==> config.mk <==
export PLATFORM = sky130hd
export DESIGN_NAME = imem_fetch_sequencer
export DESIGN_NICKNAME = d
export VERILOG_FILES = /design/src/rtl/imem_fetch_sequencer.sv
export SDC_FILE = /design/constraint.sdc
export NUM_CORES = 1
export LEC_CHECK = 0
export ABC_AREA = 1
export BUFFER_PORTS_ARGS = -buffer_cell sky130_fd_sc_hd__buf_2
export CAP_MARGIN = 10
export CORE_MARGIN = 5
export CORE_UTILIZATION = 47
export DETAILED_ROUTE_END_ITERATION = 12
export PLACE_DENSITY = 0.77
export SLEW_MARGIN = 5
export SYNTH_ARGS = -nofsm -noshare
export SYNTH_HDL_FRONTEND = slang
export SYNTH_SLANG_ARGS = --single-unit
==> constraint.sdc <==
create_clock -name clk -period 1.7 [get_ports clk]
set_clock_uncertainty 0.1 [all_clocks]
set_input_delay 0.085 -clock clk [delete_from_list [all_inputs] [get_ports clk]]
set_output_delay 0.085 -clock clk [all_outputs]
set_load 0.005 [all_outputs]
==> src/rtl/imem_fetch_sequencer.sv <==
// Instruction fetch sequencer: owns the PC, registers IMem data into ir for decode.
// Optional FETCH_FLUSH_EN adds a FLUSH state after redirect for a registered IMem.
module imem_fetch_sequencer #(
  parameter logic [15:0] RESET_PC = 16'h0000,
  parameter logic [15:0] PC_MAX   = 16'hFFFF,
  parameter logic [5:0]  J_OPCODE = 6'b000001
) (
  input  logic        clk,
  input  logic        rst,
  input  logic        stall,
  input  logic        redirect,
  input  logic [15:0] redirect_pc,
  input  logic [31:0] Instruction,
  output logic [15:0] PC,
  output logic [31:0] ir,
  output logic [15:0] ir_pc,
  output logic        ir_valid,
  output logic [31:0] fetch_cnt,
  output logic [1:0]  state
);

  typedef enum logic [1:0] {
    IDLE  = 2'd0,
    RUN   = 2'd1,
    STALL = 2'd2,
    FLUSH = 2'd3
  } state_t;

  state_t      st, st_nxt;
  logic [15:0] pc_nxt, ir_pc_nxt, seq_pc;
  logic [31:0] ir_nxt, cnt_nxt;
  logic        ir_valid_nxt;

  // Decode handshake: ir is consumed on an edge where ir_valid=1 and stall=0;
  // while stall=1 the fetch register and PC hold, so nothing is lost or repeated.
  assign state  = st;
  assign seq_pc = (PC == PC_MAX) ? RESET_PC : PC + 16'd1;

  always_comb begin
    st_nxt       = st;
    pc_nxt       = PC;
    ir_nxt       = ir;
    ir_pc_nxt    = ir_pc;
    ir_valid_nxt = ir_valid;
    cnt_nxt      = fetch_cnt;
    case (st)
      IDLE: begin
        ir_valid_nxt = 1'b0;
        st_nxt       = RUN;
      end
      RUN, STALL: begin
        if (redirect) begin
          pc_nxt       = redirect_pc;
          ir_nxt       = 32'h0;
          ir_valid_nxt = 1'b0;
`ifdef FETCH_FLUSH_EN
          st_nxt       = FLUSH;
`else
          st_nxt       = RUN;
`endif
        end else if (stall) begin
          st_nxt = STALL;
        end else begin
          ir_nxt       = Instruction;
          ir_pc_nxt    = PC;
          ir_valid_nxt = 1'b1;
          cnt_nxt      = fetch_cnt + 32'd1;
          pc_nxt       = (Instruction[31:26] == J_OPCODE) ? Instruction[15:0] : seq_pc;
          st_nxt       = RUN;
        end
      end
      FLUSH: begin
        // Memory output is not yet valid for the target; stall is ignored here.
        ir_valid_nxt = 1'b0;
        if (redirect) begin
          pc_nxt = redirect_pc;
          ir_nxt = 32'h0;
          st_nxt = FLUSH;
        end else begin
          st_nxt = RUN;
        end
      end
      default: st_nxt = IDLE;
    endcase
  end

  always_ff @(posedge clk) begin
    if (rst) begin
      st        <= IDLE;
      PC        <= RESET_PC;
      ir        <= 32'h0;
      ir_pc     <= 16'h0;
      ir_valid  <= 1'b0;
      fetch_cnt <= 32'h0;
    end else begin
      st        <= st_nxt;
      PC        <= pc_nxt;
      ir        <= ir_nxt;
      ir_pc     <= ir_pc_nxt;
      ir_valid  <= ir_valid_nxt;
      fetch_cnt <= cnt_nxt;
    end
  end

endmodule

# Word-level counts from Yosys, hierarchy flattened
# Index checks and enable logic that the tools add are counted.
# word_totals
latchBits	0
memories	0
ram_bits	0
register_bits	99
in_bits	52
mem_bits_ro	0
# classes
n_mul	0
n_addsub	2
eq_ne	7
reduce_logical	6
muxes	17
magnitude_cmp	0
n_bitwise	2
div	0
shifts	0
# op_table
op	n
32-bit 2-to-1 mux	3
16-bit 2-to-1 mux	5
32-bit case mux with 2 select lines	1
32-bit by 1-bit adder with 32-bit output (second input constant)	1
16-bit case mux with 2 select lines	1
16-bit by 1-bit adder with 16-bit output (second input constant)	1
16-bit equality test (second input constant)	1
6-bit by 1-bit equality test with 1-bit output (second input constant)	1
2-bit 2-to-1 mux	3
2-bit case mux with 3 select lines	1
3-bit AND reduction	2
2-bit equality test (second input constant)	2
2-bit OR reduction	2
3-bit != test (second input constant)	1
2-bit by 1-bit equality test with 1-bit output (second input constant)	1
2-bit logical NOT	1
1-bit 2-to-1 mux	2
2-bit != test (second input constant)	1
1-bit NOT	2
1-bit case mux with 2 select lines	1
2-bit nonzero test	1

# Depth between registers and ports, before layout
# Gate-level depths: netlist of the first run.
# logic_depth
ltp_word	6
mapped_depth	11
ltp_nobuf	11

# Worst setup path before layout of the first run
# OpenSTA, ideal clock, no wires.
# synth_path
path_type	reg-to-reg
startpoint	reg st[0], in the netlist state[0]
endpoint	reg PC[4]
arrival_ns	1.525
path_slack_ns	-0.050
path_stages_with_launch	9
synth_period_minus_slack_ns	1.750
cell_sequence	dfxtp_1 inv_1 ha_1 inv_1 o21ai_1 nand2_2 buf_2 a211oi_1 a21oi_1
# synth_between
elab_chain_len	4
word_cells_on_any_way	9
cone_classes	eq/ne: 5; mux: 1; reduce/logical: 3
# synth_rtl
element	line	text
start: declaration	29	state_t st, st_nxt;
start signal: assignment	96	st <= st_nxt;
2-bit by 1-bit equality test with 1-bit output or 2-bit equality test (tied branches)	46	case (st)
2-bit OR reduction	46	
3-bit != test (no line) or 2-bit nonzero test (tied branches)	n/a	
3-bit AND reduction (no line)	n/a	
end signal: assignment	97	PC <= pc_nxt;
end: declaration	14	output logic [15:0] PC,
# Parallel ways exist; a longest one is shown, timed or not.
# A chain may end at the register's enable or synchronous reset.

# Worst setup path in the final report of the first run
# layout_path
startpoint	reg st[0], in the netlist state[0]
endpoint	reg ir[13]
# layout_between
elab_chain_len	4
word_cells_on_any_way	9
cone_classes	eq/ne: 5; mux: 1; reduce/logical: 3
# layout_rtl
element	line	text
2-bit by 1-bit equality test with 1-bit output or 2-bit equality test (tied branches)	46	
2-bit OR reduction	46	
3-bit != test (no line) or 2-bit nonzero test (tied branches)	n/a	
3-bit AND reduction (no line)	n/a	
end signal: assignment	98	ir <= ir_nxt;
end: declaration	15	output logic [31:0] ir,
# Parallel ways exist; a longest one is shown, timed or not.

==> results of run 1 <==
## area by class of cell
cell class	instances	area, µm²
antenna	1	2.50
clock buffer	9	124
clock inverter	7	51.3
fill	834	3160
inverter	70	275
multi-input combinational	557	2770
sequential	99	1980
tap	136	170
timing repair buffer	259	1880
## sequential cells by signal (all words and copies together) (netlist names)
register and count:
state 2, ir 32, ir_valid 1, PC 16, ir_pc 16, fetch_cnt 32
## stage by stage
step / util (%) / power, mW
2_1_floorplan: - / 3.05
3_3_place_gp: 59.5 / 3.46
3_5_place_dp: 59.5 / 3.47
4_1_cts: 66.3 / 4.99
5_1_grt: 69.7 / 5.37
6_report: 69.7 / 5.16
## kinds of logic after synthesis
| group | after synthesis | share of synthesized area (%) |
|---|---|---|
| and+or+nand+nor | 379 | 32.4 |
| xor gates and xnor gates | 2 | 0.347 |
| DFF | 99 | 39.3 |
| adders and majority gates | 4 | 0.992 |
| buffers and inverters | 102 | 8.48 |
| AOI/OAI and AO/OA | 172 | 18.5 |
## worst max-delay path: stages, from the launching register on
cell	delay, ns
dfxtp_2	0.36
inv_2	0.05
ha_4	0.30
inv_2	0.05
o21ai_2	0.17
nand2_4	0.13
inv_8	0.13
clkbuf_16	0.20
o21ai_1	0.09
a21oi_1	0.22
## worst paths after layout
kind / startpoint / endpoint / cells after the start
worst max register to register: state[0]$_SDFF_PP0_ / ir[13]$_SDFFE_PP0P_ / 9
worst min register to register: ir_valid$_SDFFE_PP0N_ / ir_valid$_SDFFE_PP0N_ / 2
worst min-delay path: Instruction[2] / ir[2]$_SDFFE_PP0P_ / 5
worst max-delay path: state[0]$_SDFF_PP0_ / ir[13]$_SDFFE_PP0P_ / 9
## power by group through the flow
| stage | registers (mW) | logic, mW | clock network [mW] |
|---|---|---|---|
| after floorplan | 2.60 | 0.445 | 0 |
| after detailed placement | 2.59 | 0.872 | 0 |
| after global placement | 2.59 | 0.866 | 0 |
| after global routing | 2.57 | 1.24 | 1.56 |
| final | 2.56 | 1.16 | 1.45 |
| after CTS | 2.54 | 0.971 | 1.47 |
## Yosys cell counts
cell type,number,area [µm²]
a211oi_1,4,30.0
a211oi_2,3,37.5
a21oi_1,86,430
a21oi_2,1,8.76
a31oi_1,1,6.26
and2_1,2,12.5
and3_1,1,6.26
buf_1,2,7.51
buf_2,10,50.1
buf_4,6,45.0
buf_6,1,11.3
clkbuf_1,13,48.8
dfxtp_1,99,1980
ha_1,4,50.1
inv_1,66,248
inv_2,3,11.3
inv_4,1,6.26
nand2_1,186,698
nand2_2,2,12.5
nand2_4,1,11.3
nand3_1,53,265
nand3_2,2,20.0
nand4_1,11,68.8
nand4_4,1,21.3
nor2_1,106,398
nor2_2,6,37.5
nor2_4,4,45.0
nor2_8,1,20.0
nor3_1,2,10.0
o2111ai_1,1,8.76
o211ai_1,1,7.51
o21a_1,8,60.1
o21ai_0,46,230
o21ai_1,19,95.1
o21ba_2,1,10.0
o31a_1,1,8.76
or2_2,1,6.26
xor2_1,2,17.5
## routing by layer
layer  share of wire [%]  global-route usage (%)  wire length, µm  vias to the layer above
met5                   0                       0                0                        -
met4                 3.6                    8.57              671                        0
met3                 9.5                    7.53             1760                       75
met2                  47                    43.0             8730                      359
met1                  40                    31.8             7290                     2767
li1                    -                       -                -                     2947
## timing repair
action                                  4_1_cts  5_1_grt
hold buffers                                 48        0
resized for setup                             8       51
endpoints found under the setup margin       49       83
buffers inserted                              5        7
cloned                                        0        6
endpoints found under the hold margin        49        0
pin swaps                                     5       18
==> metrics.md, run 1 <==
| Metric | Value |
|---|---|
| Total die area | 0.0129 mm² |
| Synthesis-to-layout area growth | 43.9% |
| Latest clock arrival within the worst-skew pair | 0.38 ns |
| Router iterations before antenna repair | 7 |
| Initial antenna violation count | 1 |
| Switching power | roughly 1.6 mW |
| CP Data Required Time | about 1.9 ns |
| Vias in the first global route | around 5700 |
| Global route overflow | 0 |
| Worst hold path class | in2reg |
| Syn_nets | 814 |
| Min cycle time layout | between 1.5 and 2 ns |
| Worst setup SP type | flip-flop |
| Total CTS buffers | 9 |
| Average cell area after synthesis | between 6 and 7 µm² |
| Cell area after synthesis | slightly above 0.005 mm² |
| Synth Register Bits | 99 |
| Fin crit share | 109% |
| WHS | between 0.02 and 0.025 ns |
| Drt via density | 5.40 |
| Dpl ws | -0.0777 ns |
| Clock transition at path regs | 0.11 ns |
| Most frequent cells in the layout | 182 x nand2_1, 150 x buf_2, 98 x nor2_1 |
| DR vias | 6148 |
| Placed cell area | 0.00619 mm² |
| Internal power | 3.54 mW |
| Row Count | 37 |
| Sw frac | 31.4% |
| Setup violators final | 29 |
| Routability cong. | 0.949 |
| Total placed cells including tap cells | 1056 |
| CP endpoint kind | flip-flop |
| IO buf count | 150 |
| Global Route Usage Sum | approximately 26% |
| Layout Cells excl Fill | about 1100 |
| Comb pwr share | 22.4% |
| Post-synthesis sequential area ratio | 39.3% |
| PwrDens | around 710 mW/mm² |
| Post-route cell area | 0.00726 mm² |
| Max-Cap Viols | 0 |
| Largest net degree at the start of global routing | 55 |
| Peak supply drop | 0.605 mV |
| Starting Density | 48.4% |
| Worst-case clock buffer depth | 2 |
| Final setup margin | -0.149 ns |
| Yosys warns | 0 |
| Cells after synthesis | 758 |
| Reg2reg setup slack | -0.15 ns |
| RSZ-0062 raised after global routing | yes |
| DRT iter0 DRCs | 454 |
| WP data arrival | 2.04 ns |
| Crit path kind | reg2reg |
| Crit-path max FO | 18 |
| Slew margin rel. | 70.4% |
| Failing checks | negative setup slack |
| Status | complete, but fails checks |
| Commonest non-fill, non-tap cell in the layout | nand2_1 |
| LEAKAGE | 3.20 nW |
| Max Freq | 541 MHz |
| Layout cells sized above 1 | 28.5% |
| Residual DRC | 0 |
| Final wirelength | 18400 µm |
| Final setup TNS | -1.27 ns |
| H-tree levels | 3 |
| Die height | 114 µm |
| Clk network pwr share | 28.0% |
| Pins Over Slew Limit | 0 |
| Post-DP HPWL | 11400 µm |
| Number of routed nets with antenna violations | 0 |
| Width of the die | between 100 and 150 µm |
| Sequential power share | 49.5% |
| Core ar. | 0.0104 mm² |
| Io pins | 151 |
| Wire per inst | 16.2 µm |
| Final net count | ~1100 |
| Final Hold Vio Count | 0 |
| CTS tree | built |
| First-pass GRT wire length | around 27000 µm |
| Worst Max-Slew Pin Slew | 0.444 ns |
| CTS sink count | 99 |
| Unique masters post-synth | 38 |
| Root Buffer | clkbuf_8 |
Note: power is estimated with default switching activity, not from simulation.
==> run 2: changes to the inputs <==
Settings changed: CORE_UTILIZATION 47 to 52, PLACE_DENSITY 0.77 to 0.8.
Clock period 1.7 ns to 1.9 ns, I/O delays scaled along.
==> run 2 against run 1 <==
Against the previous run:
- the flow now finishes without violations
- register-to-register slack improved by 0.28 ns
- wire length fell by 12%
- non-clock buffer count fell by 34
- first-iteration DRC count rose by 5.1%
- flip-flop and latch count did not move
- cell area fell by 6.7%
- clock power fell by 12%
- sequential power fell by 11%
- hold slack got worse by 0.0059 ns
- power fell by 14%
==> metrics.md, run 2 (synthesis gave the netlist of run 1 again) <==
| Metric | Value |
|---|---|
| Status | finished, final reports clean |
| Worst Max-Slew Pin Slew | 0.712 ns |
| RSZ-0062 raised after global routing | no |
| Final net count | 1018 |
| Sequential cell area | 0.00198 mm² |
| Fin crit share | 93.1% |
| Multi-input logic area | 0.00266 mm² |
| Root Buffer | clkbuf_8 |
| Setup violators final | 0 |
| Max Freq | 565 MHz |
| Utilization after layout | a little over two thirds |
| Router iterations before antenna repair | 7 |
| Row Count | 36 |
| Worst setup SP type | flip-flop |
| DRT iter0 DRCs | 477 |
| Core ar. | between 0.009 and 0.01 mm² |
| Delay-heaviest family, CP | compound AO/OA/AOI/OAI gates |
| Vias in the first global route | 5478 |
| Layout cells sized above 1 | between 20% and 30% |
| Largest net degree at the start of global routing | 40 |
| Worst hold path class | in2reg |
| Drt via density | 5.28 |
| Global route overflow | 0 |
| DR vias | 5811 |
| Total Power | between 4 and 5 mW |
| Residual DRC | 0 |
| Max-Cap Viols | 0 |
| CP Data Required Time | about 2.1 ns |
| Synthesis-to-layout area growth | 34.2% |
| Cell breakdown of the critical path | inv_1, ha_4, inv_1, o21ai_1, nand2_2, buf_12, a21oi_1, o21ai_1, nor2_1, nor2_1 |
| Largest regs | fetch_cnt (32), ir (32) |
| Commonest non-fill, non-tap cell in the layout | nand2_1 |
| N_diodes | 0 |
| Peak supply drop | 0.529 mV |
| Routability cong. | 0.911 |
| Slew margin rel. | 52.5% |
| Post-route cell area | 0.00677 mm² |
| Worst-case clock buffer depth | 2 |
| Number of routed nets with antenna violations | 0 |
| Final setup TNS | 0 ns |
| Total die area | 0.0118 mm² |
| CP endpoint kind | flip-flop |
| First-pass GRT wire length | 26400 µm |
| CTS tree | built |
| Total CTS buffers | 9 |
| Io pins | 151 |
| WP data arrival | 1.95 ns |
| PwrDens | 653 mW/mm² |
| H-tree levels | 3 |
| IO buf count | 150 |
| Post-DP HPWL | 11200 µm |
| Width of the die | 108 µm |
| Crit-path max FO | 18 |
| Latest clock arrival within the worst-skew pair | 0.37 ns |
| Final Hold Vio Count | 0 |
| Worst path max stage delay | 0.35 ns |
| Final wirelength | 16300 µm |
| Buffers and inverters on the worst path | 3 |
| Wire per inst | approximately 15 µm |
| CP max-delay cell | dfxtp_2 |
| Starting Density | 52.6% |
| WHS | 0.0177 ns |
| CTS sink count | 99 |
| Global Route Usage Sum | 28.2% |
| Clock transition at path regs | 0.11 ns |
| LEAKAGE | 2.98 nW |
| Pins Over Slew Limit | 0 |
| Die height | 108 µm |
| Most frequent cells in the layout | 186 x nand2_1, 150 x buf_2, 105 x nor2_1 |
| Min cycle time layout | between 1.5 and 2 ns |
| Crit path kind | reg2reg |
| Layout fillers | 830 |
| Initial antenna violation count | 0 |
| Placed cell area | between 0.006 and 0.007 mm² |
==> run 2: cell types whose count changed in the layout (fill, tap and decap cells not counted), moves of 6 or more <==
| cell | before | now |
|---|---|---|
| nor2_1 | 98 | 105 |
| clkbuf_16 | 6 | 0 |
| a21oi_2 | 7 | 1 |
| a21oi_1 | 80 | 86 |
| o21ai_0 | 38 | 46 |
| o21ai_1 | 26 | 19 |
| buf_4 | 45 | 24 |
==> run 2: power by group <==
group / leakage (nW) / switching (mW) / total, mW / internal, mW
sequential: 0.808 / 0.0998 / 2.29 / 2.19
clock: 0.0820 / 0.756 / 1.27 / 0.516
combinational: 2.09 / 0.463 / 0.859 / 0.395
==> run 2: layer usage <==
layer | part of all wire, % | global-route usage [%]
met1 | 41 | 35.2
met4 | 2.3 | 9.74
met3 | 9.6 | 8.06
met2 | 47 | 46.6
met5 | 0 | 0
==> run 2: layout make-up <==
class                   instances  area share, %
clock buffers                  11           2.09
flip-flops and latches         99           29.3
multi-input cells             557           39.3
well taps                     133           2.46
repair buffers                225           22.3
clock inverters                 5          0.536
inverters                      70           3.92
==> run 2: metrics by stage <==
step | setup WS (ns) | instances
after CTS | 0.0673 | 1099
after floorplan | 0.150 | 758
after global placement | 0.127 | 1039
final | 0.131 | 1100
after detailed placement | 0.0776 | 1039
after global routing | 0.0110 | 1100
==> run 2: final timing paths <==
check / from / end / slack, ns / cells after the start
worst max register to register: state[1]$_SDFF_PP0_ / PC[9]$_SDFFE_PP0P_ / 0.13 / 10
worst min register to register: ir[31]$_SDFFE_PP0P_ / ir[31]$_SDFFE_PP0P_ / 0.37 / 2
worst max-delay path: state[1]$_SDFF_PP0_ / PC[9]$_SDFFE_PP0P_ / 0.13 / 10
worst min-delay path: redirect_pc[1] / PC[1]$_SDFFE_PP0P_ / 0.02 / 4
==> run 2: worst register-to-register path, cell delays in order (launching register included) <==
cell and delay (ns):
dfxtp_2 0.35, inv_1 0.06, ha_4 0.27, inv_1 0.05, o21ai_1 0.14, nand2_2 0.12, buf_12 0.17, a21oi_1 0.16
o21ai_1 0.10, nor2_1 0.12, nor2_1 0.05
==> run 2: timing repair <==
| item | 4_1_cts | 5_1_grt |
|---|---|---|
| buffers inserted | 0 | 1 |
| endpoints found under the setup margin | 0 | 12 |
| hold buffers | 44 | 0 |
| endpoints found under the hold margin | 44 | 0 |
| gates resized for setup | 0 | 6 |
